$ cat src/rtl/timing_pkg.sv
// Shared definitions for the instruction-cycle timing sequencer.
package timing_pkg;

    // Sequencer states; the encoding is visible on the state output.
    typedef enum logic [1:0] {
        StIdle  = 2'd0,
        StFetch = 2'd1,
        StExec  = 2'd2,
        StPause = 2'd3
    } state_e;

    // Width of the beat index: wide enough for both phases, never below 1.
    function automatic int beat_w(input int cnt_w, input int if_beats);
        int w;
        w = cnt_w;
        if ($clog2(if_beats) > w) w = $clog2(if_beats);
        if (w < 1) w = 1;
        return w;
    endfunction

endpackage

$ cat src/rtl/beat_pulse_dec.sv
// Registered binary-index to one-hot decoder; emits a one-cycle pulse on beat entry.
module beat_pulse_dec #(
    parameter int N     = 2,
    parameter int IDX_W = 1
) (
    input  logic             clk,
    input  logic             rst_n,
    input  logic             en,
    input  logic [IDX_W-1:0] idx,
    output logic [N-1:0]     pulse
);

    logic [N-1:0] pulse_d;

    // Decode the entered beat index; all zero when no entry this cycle.
    always_comb begin
        pulse_d = '0;
        for (int i = 0; i < N; i++) begin
            if (en && (idx == IDX_W'(i))) pulse_d[i] = 1'b1;
        end
    end

    // Register the pulse so it lines up with the registered state.
    always_ff @(posedge clk or negedge rst_n) begin
        if (!rst_n) pulse <= '0;
        else        pulse <= pulse_d;
    end

endmodule

$ cat src/rtl/timing_sequencer.sv
// Fetch/execute beat sequencer with single-step pause and end-of-instruction strobe.
module timing_sequencer
    import timing_pkg::*;
#(
    parameter int IF_BEATS     = 2,
    parameter int EX_BEATS_MAX = 4,
    parameter int CNT_W        = (EX_BEATS_MAX > 1) ? $clog2(EX_BEATS_MAX) : 1
) (
    input  logic                                   clk,
    input  logic                                   rst_n,
    input  logic                                   run,
    input  logic                                   stop,
    input  logic                                   step_mode,
    input  logic                                   step,
    input  logic                                   done,
    input  logic [CNT_W-1:0]                       ex_len,
    output logic                                   m_if,
    output logic                                   m_ex,
    output logic [IF_BEATS-1:0]                    if_pulse,
    output logic [EX_BEATS_MAX-1:0]                ex_pulse,
    output logic [beat_w(CNT_W, IF_BEATS)-1:0]     beat,
    output logic [1:0]                             state,
    output logic                                   instr_done
);

    localparam int BEAT_W = beat_w(CNT_W, IF_BEATS);
    localparam logic [CNT_W-1:0] EX_LAST = CNT_W'(EX_BEATS_MAX - 1);
    localparam logic [BEAT_W-1:0] IF_LAST = BEAT_W'(IF_BEATS - 1);

    state_e            state_q, state_d;
    logic [BEAT_W-1:0] beat_q, beat_d;
    logic [CNT_W-1:0]  len_q, len_d;
    logic              if_en, ex_en, instr_done_d;

    // Next-state logic; if_en/ex_en flag entry into a new (or re-entered) beat.
    always_comb begin
        state_d      = state_q;
        beat_d       = beat_q;
        len_d        = len_q;
        if_en        = 1'b0;
        ex_en        = 1'b0;
        instr_done_d = 1'b0;
        unique case (state_q)
            StIdle: begin
                if (run) begin
                    state_d = StFetch;
                    beat_d  = '0;
                    if_en   = 1'b1;
                end
            end
            StFetch: begin
                if (done) begin
                    if (beat_q == IF_LAST) begin
                        beat_d = '0;
                        if (stop) begin
                            state_d = StIdle;
                        end else begin
                            state_d = StExec;
                            ex_en   = 1'b1;
                            // Saturate for non-power-of-two execute depths.
                            len_d   = (ex_len > EX_LAST) ? EX_LAST : ex_len;
                        end
                    end else begin
                        beat_d = beat_q + BEAT_W'(1);
                        if_en  = 1'b1;
                    end
                end
            end
            StExec: begin
                if (done) begin
                    if (beat_q == BEAT_W'(len_q)) begin
                        instr_done_d = 1'b1;
                        beat_d       = '0;
                        if (step_mode) begin
                            state_d = StPause;
                        end else begin
                            state_d = StFetch;
                            if_en   = 1'b1;
                        end
                    end else begin
                        beat_d = beat_q + BEAT_W'(1);
                        ex_en  = 1'b1;
                    end
                end
            end
            StPause: begin
                if (stop) begin
                    state_d = StIdle;
                end else if (step) begin
                    state_d = StFetch;
                    beat_d  = '0;
                    if_en   = 1'b1;
                end
            end
            default: state_d = StIdle;
        endcase
    end

    // State, beat counter, latched length and registered phase outputs.
    always_ff @(posedge clk or negedge rst_n) begin
        if (!rst_n) begin
            state_q    <= StIdle;
            beat_q     <= '0;
            len_q      <= '0;
            m_if       <= 1'b0;
            m_ex       <= 1'b0;
            instr_done <= 1'b0;
        end else begin
            state_q    <= state_d;
            beat_q     <= beat_d;
            len_q      <= len_d;
            m_if       <= (state_d == StFetch);
            m_ex       <= (state_d == StExec);
            instr_done <= instr_done_d;
        end
    end

    assign state = state_q;
    assign beat  = beat_q;

    beat_pulse_dec #(
        .N     (IF_BEATS),
        .IDX_W (BEAT_W)
    ) u_if_dec (
        .clk   (clk),
        .rst_n (rst_n),
        .en    (if_en),
        .idx   (beat_d),
        .pulse (if_pulse)
    );

    beat_pulse_dec #(
        .N     (EX_BEATS_MAX),
        .IDX_W (BEAT_W)
    ) u_ex_dec (
        .clk   (clk),
        .rst_n (rst_n),
        .en    (ex_en),
        .idx   (beat_d),
        .pulse (ex_pulse)
    );

endmodule

$ cat config.mk
export PLATFORM = sky130hd
export DESIGN_NAME = timing_sequencer
export DESIGN_NICKNAME = d
export VERILOG_FILES = /design/src/rtl/timing_pkg.sv /design/src/rtl/beat_pulse_dec.sv /design/src/rtl/timing_sequencer.sv
export SDC_FILE = /design/constraint.sdc
export NUM_CORES = 1
export LEC_CHECK = 0
export ABC_AREA = 0
export BUFFER_PORTS_ARGS = -buffer_cell sky130_fd_sc_hd__buf_4
export CORE_MARGIN = 3
export CORE_UTILIZATION = 55
export DETAILED_ROUTE_END_ITERATION = 10
export PLACE_DENSITY = 0.82
export SYNTH_ARGS = -nofsm -noshare
export SYNTH_HDL_FRONTEND = slang
export SYNTH_SLANG_ARGS = --single-unit
$ cat constraint.sdc
create_clock -name clk -period 5.2 [get_ports clk]
set_input_delay 0.52 -clock clk [delete_from_list [all_inputs] [get_ports clk]]
set_output_delay 0.52 -clock clk [all_outputs]
set_load 0.05 [all_outputs]
==> results.ini, run 1 <==
[placed_design]
place_congestion = 0.8407
placed_area_mm2 = 0.001045
port_buffers = 21
placedCellCount = 119
hpwl_um = 1546

[yosys]
ys_seq_area_share_pct = 42.74
syn_avg_cell_area_um2 = 10.33
yosys_warnings = 0
synth_edf_count = 0
netlist_instances = 85
syn-cell-area_um2 = 878.3
ys.flop_type = dfrtp_1
ys_types = 35
synth_async_sr_flop_share_pct = 100.0
synth_fp_nets = 100
yosys_register_bits = 15

[die]
core_mm2 = 0.001399
io_pins = 22
dieArea_mm2 = 0.002112
die_w_um = 45.96
rows = 13
fp.dieH_um = 45.96
initial_core_util_pct = 62.79

[sta]
tns_ps = 0
hold_violations = 0
setup_viol_count_final = 0
hold-worst-slack_ps = 72.24
finalCritPeriodShare_pct = 38.08
rsz0062_at_grt = false
max-slew-margin-rel_pct = 76.93
skew_ps = 3.910
fin_crit_ps = 1980
worst_slew_pin_slew_ps = 346.1
slew_violations = 0
fmax_mhz = 505.0

[route]
wl_per_cell_um = 15.40
routed_via_density = 5.854
drt-initial-drc-count = 22
drtAntennaViolNets = 0
dr.pass1.iters = 4
drcViolationCount = 0
routed-via-count = 720
drt_wl_total_um = 1894

[global_routing]
antenna_found_initial = 0
grt.total_usage_pct = 20.60
grt_pass1_wl_um = 3049
grt_start_max_net_pins = 16
first_global_vias = 694
grt-ovfl-total = 0

[finish]
final_common_cell = buf_4
layoutNonFillerInstCount = 123
design_area_mm2 = 0.001072
mostFrequentLayoutCells = 21 x buf_4, 15 x dfrtp_1, 9 x nand2_1
area_delta_synth_final_pct = 22.08
fill_cells = 100
final_layout_size_suffix_gt1_share_pct = 31.48
layout.nets = 124
n_antenna_cell = 0

[power]
cellPowerDensity_mw_per_mm2 = 627.6
ir_drop_uv = 479.2
power_leakage_uw = 0.0005503
total_power_uw = 673.0

[clock_network]
clockBufferDepth = 2
cts_max_level = 1
cts_root_buffer = clkbuf_4
cts_buffers = 3
clkSinkCount = 15
hold_buffers = 0
post_cts_buffers = 0
cts_resized = 0
clk_latency_ps = 280
cts_tree = built
clkTransAtPathRegs_ps = 90

[worst_setup_path]
cp_max_fo = 10
crit_path_end_kind = flip-flop
critPathSlowestCell = dfrtp_1
required_ps = 5370
start_kind = flip-flop
path_buf_inv = 1
critPathTopFamily = compound AO/OA/AOI/OAI gates
critical_path.cell_chain = inv_1 -> ha_1 -> o21ba_1 -> a21oi_1 -> o211ai_1 -> a32o_1 -> and2_1
crit_type = flip-flop to flip-flop
cp_slowest_stage_delay_ps = 470
arrival_ps = 2150

[outcome]
status = finished clean

[job]
maxCapViolCount = 0

[hold_path]
worstHoldPathType = primary input to async pin

worst paths after layout:
check | from | end | slack (ps) | depth (start not counted)
min | rst_n | beat[0] | 70 | 1
min reg2reg | len_q[1] | len_q[1] | 530 | 1
min in group clk | ex_len[0] | len_q[0] | 470 | 2
max | state[0] | m_ex | 3220 | 7
max reg2reg | state[0] | m_ex | 3220 | 7
max in group asynchronous | rst_n | instr_done | 4950 | 1
final cells by class:
cell class	count	area, um^2	area share (%)
clock inverter	1	5.005	0.4667
timing repair buffer	21	157.7	14.70
tap	15	18.77	1.750
inverter	9	33.78	3.151
multi-input combinational	59	459.2	42.82
sequential	15	375.4	35.01
clock buffer	3	22.52	2.100
report_power, final:
group	internal [uW]	leakage, uW	switching, uW
registers	151	0.000200	28.5
clock network	28.5	0.0000177	36.4
logic	155	0.000333	273
stage by stage:
stage,utilization (%),setup WS [ps]
CTS,76.65,3226
global route,76.65,3114
floorplan,-,3076
detailed placement,74.69,3245
finish,76.65,3220
global placement,74.69,3292
logic make-up after synthesis:
kind of cell	Yosys count	synth area share [%]
AND/OR/NAND/NOR	28	18.94
AO/OA/AOI/OAI	21	20.23
flip-flops	15	42.74
buffers and inverters	11	4.986
adder cells (fa/ha/maj)	6	8.547
XOR/XNOR	2	1.995
multiplexers	2	2.564
cell usage after synthesis (2+ instances only):
library cell	number	area, um^2
a21oi_1	2	10.01
and2_1	2	12.51
buf_2	2	10.01
dfrtp_1	15	375.4
ha_1	6	75.07
inv_1	8	30.03
mux2_2	2	22.52
nand2_1	9	33.78
nand2b_1	3	18.77
nor2_1	2	7.510
nor2b_1	2	12.51
nor3_1	3	15.01
nor3b_1	2	15.01
nor3b_2	2	25.02
o21ai_0	3	15.01
o21ai_1	2	10.01
xor2_1	2	17.52
state kept, by name, indices dropped and copies added (netlist names):
name and cells:
m_ex 1, u_ex_dec.pulse 4, beat 2, len_q 2, instr_done 1, m_if 1, state 2, u_if_dec.pulse 2
worst register-to-register path, cell delays in order, from the launching register on:
cell	delay, ps
dfrtp_1	470
inv_1	120
ha_1	340
o21ba_1	240
a21oi_1	140
o211ai_1	120
a32o_1	300
and2_1	140
routing by layer:
metal  vias to the layer above  track usage [%]  routed length [um]
met3                         2            3.557                 154
li1                        345                -                   -
met5                         -                0                   0
met2                        30            33.52                 927
met4                         0            5.682                  11
met1                       343            27.90                 801
Power figures use the tool's default switching activity.
==> inputs of run 2 (changes only) <==
- CORE_ASPECT_RATIO: not set -> 1.4
- CORE_UTILIZATION: 55 -> 46
- PLACE_DENSITY: 0.82 -> 0.73
- clock period: 5.2 -> 1.61 ns (I/O delays scaled with it)
==> results.ini, run 2 (same netlist as run 1, synthesis figures left out) <==
[global_routing]
grt_pass1_wl_um = 3574  ; was 3049 um
grt-ovfl-total = 0  ; unchanged
grt.total_usage_pct = 19.30  ; was 20.60%
first_global_vias = 799  ; was 694
grt_start_max_net_pins = 16  ; unchanged
antenna_found_initial = 0  ; unchanged

[worst_setup_path]
crit_path_end_kind = flip-flop  ; unchanged
arrival_ps = 1880  ; was 2150 ps
start_kind = flip-flop  ; unchanged
crit_type = flip-flop to flip-flop  ; unchanged
required_ps = 1790  ; was 5370 ps
cp_max_fo = 4  ; was 10

[route]
drt-initial-drc-count = 19  ; was 22
drtAntennaViolNets = 0  ; unchanged
drcViolationCount = 0  ; unchanged
routed_via_density = 5.596  ; was 5.854
wl_per_cell_um = 16.10  ; was 15.40 um
routed-via-count = 817  ; was 720
drt_wl_total_um = 2351  ; was 1894 um
dr.pass1.iters = 4  ; unchanged

[finish]
area_delta_synth_final_pct = 53.85  ; was 22.08%
regMostFlops = u_ex_dec.pulse  ; unchanged
layoutNonFillerInstCount = 146  ; was 123
largest_reg_flops = 4  ; unchanged
mostFrequentLayoutCells = 36 x buf_4, 11 x dfrtp_1, 8 x nand2_1  ; was 21 x buf_4, 15 x dfrtp_1, 9 x nand2_1
layout.nets = 142  ; was 124
final_layout_size_suffix_gt1_share_pct = 60.32  ; was 31.48%
final_common_cell = buf_4  ; unchanged
n_antenna_cell = 0  ; unchanged

[clock_network]
cts_max_level = 1  ; unchanged
clockBufferDepth = 2  ; unchanged
clkSinkCount = 15  ; unchanged
cts_buffers = 3  ; unchanged
clkTransAtPathRegs_ps = 80  ; was 90 ps
clk_latency_ps = 280  ; about the same
cts_root_buffer = clkbuf_4  ; unchanged
cts_tree = built  ; unchanged

[sta]
skew_ps = 0.6214  ; was 3.910 ps
worst_slew_pin_slew_ps = 265.5  ; was 346.1 ps
hold-worst-slack_ps = 114.9  ; was 72.24 ps
fin_crit_ps = 1702  ; was 1980 ps
rsz0062_at_grt = true  ; was false
tns_ps = -390.8  ; was 0 ps
max-slew-margin-rel_pct = 82.26  ; was 76.93%
finalCritPeriodShare_pct = 105.7  ; was 38.08%
hold_violations = 0  ; unchanged
fin_ws_ps = -91.51  ; was 3220 ps
fmax_mhz = 587.7  ; was 505.0 MHz
slew_violations = 0  ; unchanged
setup_viol_count_final = 8  ; was 0

[outcome]
status = finished with violations  ; was finished clean
violations = negative setup slack

[placed_design]
hpwl_um = 1611  ; was 1546 um
port_buffers = 21  ; unchanged
place_congestion = 0.9374  ; was 0.8407
placedCellCount = 132  ; was 119
post-place-ws_ps = -86.50  ; was 3245 ps

[power]
total_power_uw = 2756  ; was 673.0 uW
cellPowerDensity_mw_per_mm2 = 2040  ; was 627.6 mW/mm^2
ir_drop_uv = 1511  ; was 479.2 uV
power_leakage_uw = 0.0006411  ; was 0.0005503 uW

[die]
initial_core_util_pct = 49.37  ; was 62.79%
fp.dieH_um = 57.70  ; was 45.96 um
io_pins = 22  ; unchanged
rows = 18  ; was 13
die_w_um = 42.93  ; was 45.96 um
dieArea_mm2 = 0.002477  ; was 0.002112 mm^2
core_mm2 = 0.001779  ; was 0.001399 mm^2

[hold_path]
worstHoldPathType = primary input to flip-flop  ; was primary input to async pin

[job]
maxCapViolCount = 0  ; unchanged

==> run 2: worst paths after layout <==
path                            slack, ps       from  depth (start not counted)    endpoint
worst max register to register        -90   state[0]                          6        m_ex
max in group asynchronous            1170      rst_n                          2    state[0]
worst min-delay path                  110  ex_len[0]                          2    len_q[0]
min in group asynchronous             260      rst_n                          2  instr_done
worst min register to register        530   len_q[1]                          1    len_q[1]
worst max-delay path                  -90   state[0]                          6        m_ex
==> run 2: through the flow <==
step                      area [um^2]  util (%)
after floorplan                 935.9         -
after global placement           1162     65.33
after detailed placement         1162     65.33
after CTS                        1300     73.07
after global routing             1351     75.95
final                            1351     75.95
==> run 2: per-layer routing <==
layer / part of all wire, % / global-route usage [%] / wire length [um] / up-vias
li1: - / - / - / 378
met2: 54 / 33.26 / 1259 / 26
met3: 3.0 / 1.242 / 71 / 7
met5: 0 / 0 / 0 / -
met4: 2.3 / 10.78 / 54 / 0
met1: 41 / 23.60 / 964 / 406
==> run 2: cell type report <==
class,count,area [um^2]
timing repair buffer,39,302.8
multi-input combinational,59,573.1
inverter,9,41.29
sequential,15,382.9
clock buffer,4,26.28
tap,20,25.02
fill,118,427.9
==> run 2: critical path, cell delays in order, from the launching register on <==
cell and delay, ps:
dfrtp_4 530, ha_4 190, o21ba_4 220, a21oi_2 110
o211ai_1 110, a32o_2 290, and2_1 140
==> run 2: report_power, final <==
| part | leakage (uW) | switching [uW] | internal, uW | total [uW] |
|---|---|---|---|---|
| Combinational | 0.000432 | 1080 | 850 | 1930 |
| Sequential | 0.000195 | 116 | 503 | 619 |
| Clock | 0.0000150 | 110 | 96.3 | 206 |
| Total | 0.000641 | 1310 | 1450 | 2760 |
==> run 2: what timing repair did <==
item	4_1_cts	5_1_grt
cloned	0	0
hold buffers	1	0
pin swaps	4	7
endpoints found under the setup margin	8	9
hold endpoints to repair	15	0
buffers inserted	5	5
resized for setup	13	9
